### config.mk
export PLATFORM = sky130hd
export DESIGN_NAME = serial_subtractor_using_halfadder
export DESIGN_NICKNAME = d
export VERILOG_FILES = /design/src/rtl/arith_pkg.sv /design/src/rtl/serial_subtractor_using_halfadder_ha.sv /design/src/rtl/serial_subtractor_using_halfadder.sv
export SDC_FILE = /design/constraint.sdc
export NUM_CORES = 1
export LEC_CHECK = 0
export ABC_AREA = 1
export BUFFER_PORTS_ARGS = -buffer_cell sky130_fd_sc_hd__buf_2
export CAP_MARGIN = 10
export CORE_UTILIZATION = 47
export CTS_CLUSTER_SIZE = 25
export DETAILED_ROUTE_END_ITERATION = 7
export MAX_ROUTING_LAYER = met4
export PLACE_DENSITY = 0.68
export SLEW_MARGIN = 20
export SYNTH_ARGS = -nofsm -noshare
export SYNTH_HDL_FRONTEND = slang
export SYNTH_HIERARCHICAL = 1
export SYNTH_SLANG_ARGS = --single-unit
### constraint.sdc
create_clock -name clk -period 3.7 [get_ports clk]
set_input_delay 0.925 -clock clk [delete_from_list [all_inputs] [get_ports clk]]
set_output_delay 0.925 -clock clk [all_outputs]
set_load 0.005 [all_outputs]
### src/rtl/arith_pkg.sv
// Shared definitions for the bit-serial half-adder subtractor.
package arith_pkg;

    localparam int unsigned WIDTH_DEF = 8;

    typedef enum logic [1:0] {
        IDLE  = 2'd0,
        SHIFT = 2'd1,
        DONE  = 2'd2
    } state_t;

endpackage

### src/rtl/serial_subtractor_using_halfadder_ha.sv
// Half-adder cell: the only arithmetic primitive of the serial subtractor.
module ha (
    input  logic a,
    input  logic b,
    output logic sum,
    output logic carry
);

    assign sum   = a ^ b;
    assign carry = a & b;

endmodule

### src/rtl/serial_subtractor_using_halfadder.sv
// Bit-serial LSB-first unsigned subtractor: a + ~b + 1 built from two half adders per bit.
module serial_subtractor_using_halfadder
    import arith_pkg::*;
#(
    parameter int unsigned WIDTH = WIDTH_DEF
) (
    input  logic             clk,
    input  logic             rst,
    input  logic             start,
    input  logic [WIDTH-1:0] a,
    input  logic [WIDTH-1:0] b,
    output logic             busy,
    output logic             done,
    output logic [WIDTH-1:0] diff,
    output logic             borrow
);

    localparam int unsigned CW = $clog2(WIDTH);

    state_t           state;
    state_t           state_nxt;
    logic [WIDTH-1:0] a_sh;
    logic [WIDTH-1:0] b_sh;
    logic [WIDTH-1:0] res;
    logic [CW-1:0]    cnt;
    logic             carry_ff;

    logic nb0;
    logic ha1_sum, ha1_carry;
    logic s, ha2_carry;
    logic carry_next;
    logic last;
    logic accept;

    assign nb0 = ~b_sh[0];

    ha u_ha1 (
        .a     (a_sh[0]),
        .b     (nb0),
        .sum   (ha1_sum),
        .carry (ha1_carry)
    );

    ha u_ha2 (
        .a     (ha1_sum),
        .b     (carry_ff),
        .sum   (s),
        .carry (ha2_carry)
    );

    assign carry_next = ha1_carry | ha2_carry;
    assign last       = (cnt == CW'(WIDTH - 1));
    // DONE accepts a new start so operations can run back to back.
    assign accept     = start && (state != SHIFT);

    always_ff @(posedge clk or posedge rst) begin
        if (rst) begin
            state <= IDLE;
        end else begin
            state <= state_nxt;
        end
    end

    always_comb begin
        state_nxt = state;
        unique case (state)
            IDLE:    if (start) state_nxt = SHIFT;
            SHIFT:   if (last)  state_nxt = DONE;
            DONE:    state_nxt = start ? SHIFT : IDLE;
            default: state_nxt = IDLE;
        endcase
    end

    always_comb begin
        busy = (state == SHIFT);
        done = (state == DONE);
    end

    always_ff @(posedge clk or posedge rst) begin
        if (rst) begin
            a_sh     <= '0;
            b_sh     <= '0;
            res      <= '0;
            cnt      <= '0;
            carry_ff <= 1'b0;
            diff     <= '0;
            borrow   <= 1'b0;
        end else if (accept) begin
            a_sh     <= a;
            b_sh     <= b;
            carry_ff <= 1'b1;
            cnt      <= '0;
        end else if (state == SHIFT) begin
            a_sh     <= a_sh >> 1;
            b_sh     <= b_sh >> 1;
            res      <= {s, res[WIDTH-1:1]};
            carry_ff <= carry_next;
            if (last) begin
                diff   <= {s, res[WIDTH-1:1]};
                borrow <= ~carry_next;
            end else begin
                cnt <= cnt + 1'b1;
            end
        end
    end

endmodule
==> impl_metrics.ini <==
[outcome]
status = finished clean

[routing]
drt-total-wl_um = 3020
drtIter0Drc = 66
via_per_inst = 4.87
drc = 0
vias = 1309
wl_per_cell_um = 11.2
drt-pass1-iter-count = 4
ant_nets = 0

[synthesis]
avgSynthCellArea_sq_um = 9.39
synth_xor_xnor_area_share_pct = 0
synth_seq_cells = 38
synthFlopType = dfrtp_1
synth_area_leaders = dfrtp_1 (53%), nand2_1 (15%), nand3_1 (8.9%)
ys_async_sr_fraction_pct = 100
synthTopCellsByCount = nand2_1 (72), dfrtp_1 (38), nand3_1 (32)
synth_top_family_by_area = simple AND/OR/NAND/NOR gates
netlist.area_leader.share_pct = 52.7
syn-num-nets = 215
synth_fa_ha_area_share_pct = 2.78
synth.most_common_cell = nand2_1
synth_cell_types = 19
yosys.area.top_type = dfrtp_1
synth_compound_area_share_pct = 1.04
synth.area.mux_share_pct = 0
synth.cell_area_sq_mm = 0.00180
yosys_warnings = 6
synth_edf_count = 0
syn_inst = 192
seq_area_frac_synth_pct = 52.7
synth-simple-area-share_pct = 35.5

[worst_setup_path]
start_kind = register
arrival_ns = 1.43
crit_required_ns = 2.77
rr_worst_depth = 5
reg2reg_to = borrow
end_kind = output pin
critPathMaxFanout = 25
critPathKind = reg2out
r2r_start = state[1]
r2r_slack_ns = 2.12

[global_route]
antenna_found_initial = 0
grt_pass1_wl_um = 5450
grt_usage_pct = 18.3
grt_max_degree = 39
grt.overflow.total = 0
grt_pass1_vias = 1206

[cts]
clock_path_buffers = 2
path_clk_slew_ns = 0.08
numCtsBuffers = 5
clk_latency_ns = 0.30
post-cts-setup-buffer-count = 0
cts_num_sinks = 38
cts_resized = 0
cts_tree = done
ctsHoldBuffers = 0
cts-root-buf = clkbuf_8
htreeDepth = 2

[run]
max_cap_violations = 0

[finish]
fillers = 357
drive_gt1_share_pct = 27.6
stdcell_count = 269
nNetsFinal = 243
diodes = 0
fin_util_pct = 54.9
syn_to_final_growth_pct = 11.4

[sta]
tns_ns = 0
finalSetupViolations = 0
layout_min_cycle_time_ns = 2.35
slew-limit-headroom_pct = 41.1
tightest_slew_ns = 0.881
finalClockSkew_ns = 0.00767
final_hold_viol_count = 0
rsz0062_at_grt = no
fmax_ghz = 0.425
fin_crit_sh_pct = 63.5
maxSlewViolCount = 0

[floorplan]
dieArea_sq_mm = 0.00409
die_h_um = 63.9
core-area_sq_mm = 0.00366
initial_core_util_pct = 49.2
num_rows = 22
die_w_um = 63.9
io_pins = 30

[hold_path]
hold_class = reg2reg
min_to = diff[1]
hold_start = diff[1]
hold_depth = 2

[power]
power.density_mw_per_mm2 = 778
power.leakage_uw = 0.00106
total_power_uw = 1560
ir_drop_mv = 0.514

[placement]
io_buffers = 29
gp_congestion = 0.711
post-dp-hpwl_um = 2020
place_inst = 261
area by class of cell:
class / instances / area, sq um / share of cell area (%)
inverter: 11 / 41.3 / 2.06
sequential: 38 / 951 / 47.4
clock inverter: 2 / 12.5 / 0.623
timing repair buffer: 30 / 153 / 7.60
tap: 48 / 60.1 / 2.99
clock buffer: 6 / 82.6 / 4.11
multi-input combinational: 134 / 708 / 35.3
worst max-delay path: stages, from the launching register on:
cell and delay, ns:
dfrtp_1 0.43, inv_2 0.06, nor2_4 0.42, buf_2 0.21
placed cells by master (no fill, tap or decap), drive strengths merged:
| cell type | n |
|---|---|
| nand2 | 75 |
| nand3 | 46 |
| dfrtp | 38 |
| buf | 30 |
| inv | 11 |
| clkbuf | 6 |
| nor2 | 5 |
| ha | 4 |
| o21ai | 3 |
| nand3b | 1 |
| clkinvlp | 1 |
| clkinv | 1 |
power by group:
group          internal, uW  switching [uW]  leakage [uW]
combinational           215             350      0.000534
sequential              594             106      0.000483
clock                   150             149     0.0000472
kinds of logic after synthesis:
logic type,count (synthesis)
buffers and inverters,20
adders and majority gates,4
DFF,38
AOI/OAI and AO/OA,3
and+or+nand+nor,127
sequential cells by signal (all words and copies together), names as in the netlist:
| name | cells |
|---|---|
| state | 2 |
| carry_ff | 1 |
| cnt | 3 |
| a_sh | 8 |
| b_sh | 8 |
| borrow | 1 |
| res | 7 |
| diff | 8 |
how the worst max path moves through the flow:
stage	from	endpoint	slack, ns	cells after the start
after floorplan	rst	a_sh[0]	1.91	1
after global placement	state[0]	busy	1.67	3
after detailed placement	state[0]	busy	1.66	3
after CTS	state[0]	busy	1.32	3
after global routing	state[0]	busy	1.25	3
final	state[0]	busy	1.35	3
per-layer routing:
layer | GRT usage [%] | wire (um) | up-vias
met1 | 23.9 | 1500 | 607
met4 | 8.52 | 59 | 0
met3 | 6.79 | 163 | 7
met5 | - | 0 | -
met2 | 25.1 | 1300 | 27
li1 | - | - | 668
per-stage QoR:
step / area, sq um / worst slack (ns) / hold slack (ns)
floorplan: 1800 / 1.91 / 0.442
global placement: 1910 / 1.67 / 0.449
detailed placement: 1910 / 1.66 / 0.454
CTS: 2010 / 1.32 / 0.474
global route: 2010 / 1.25 / 0.494
finish: 2010 / 1.35 / 0.467
Power figures use the tool's default switching activity.
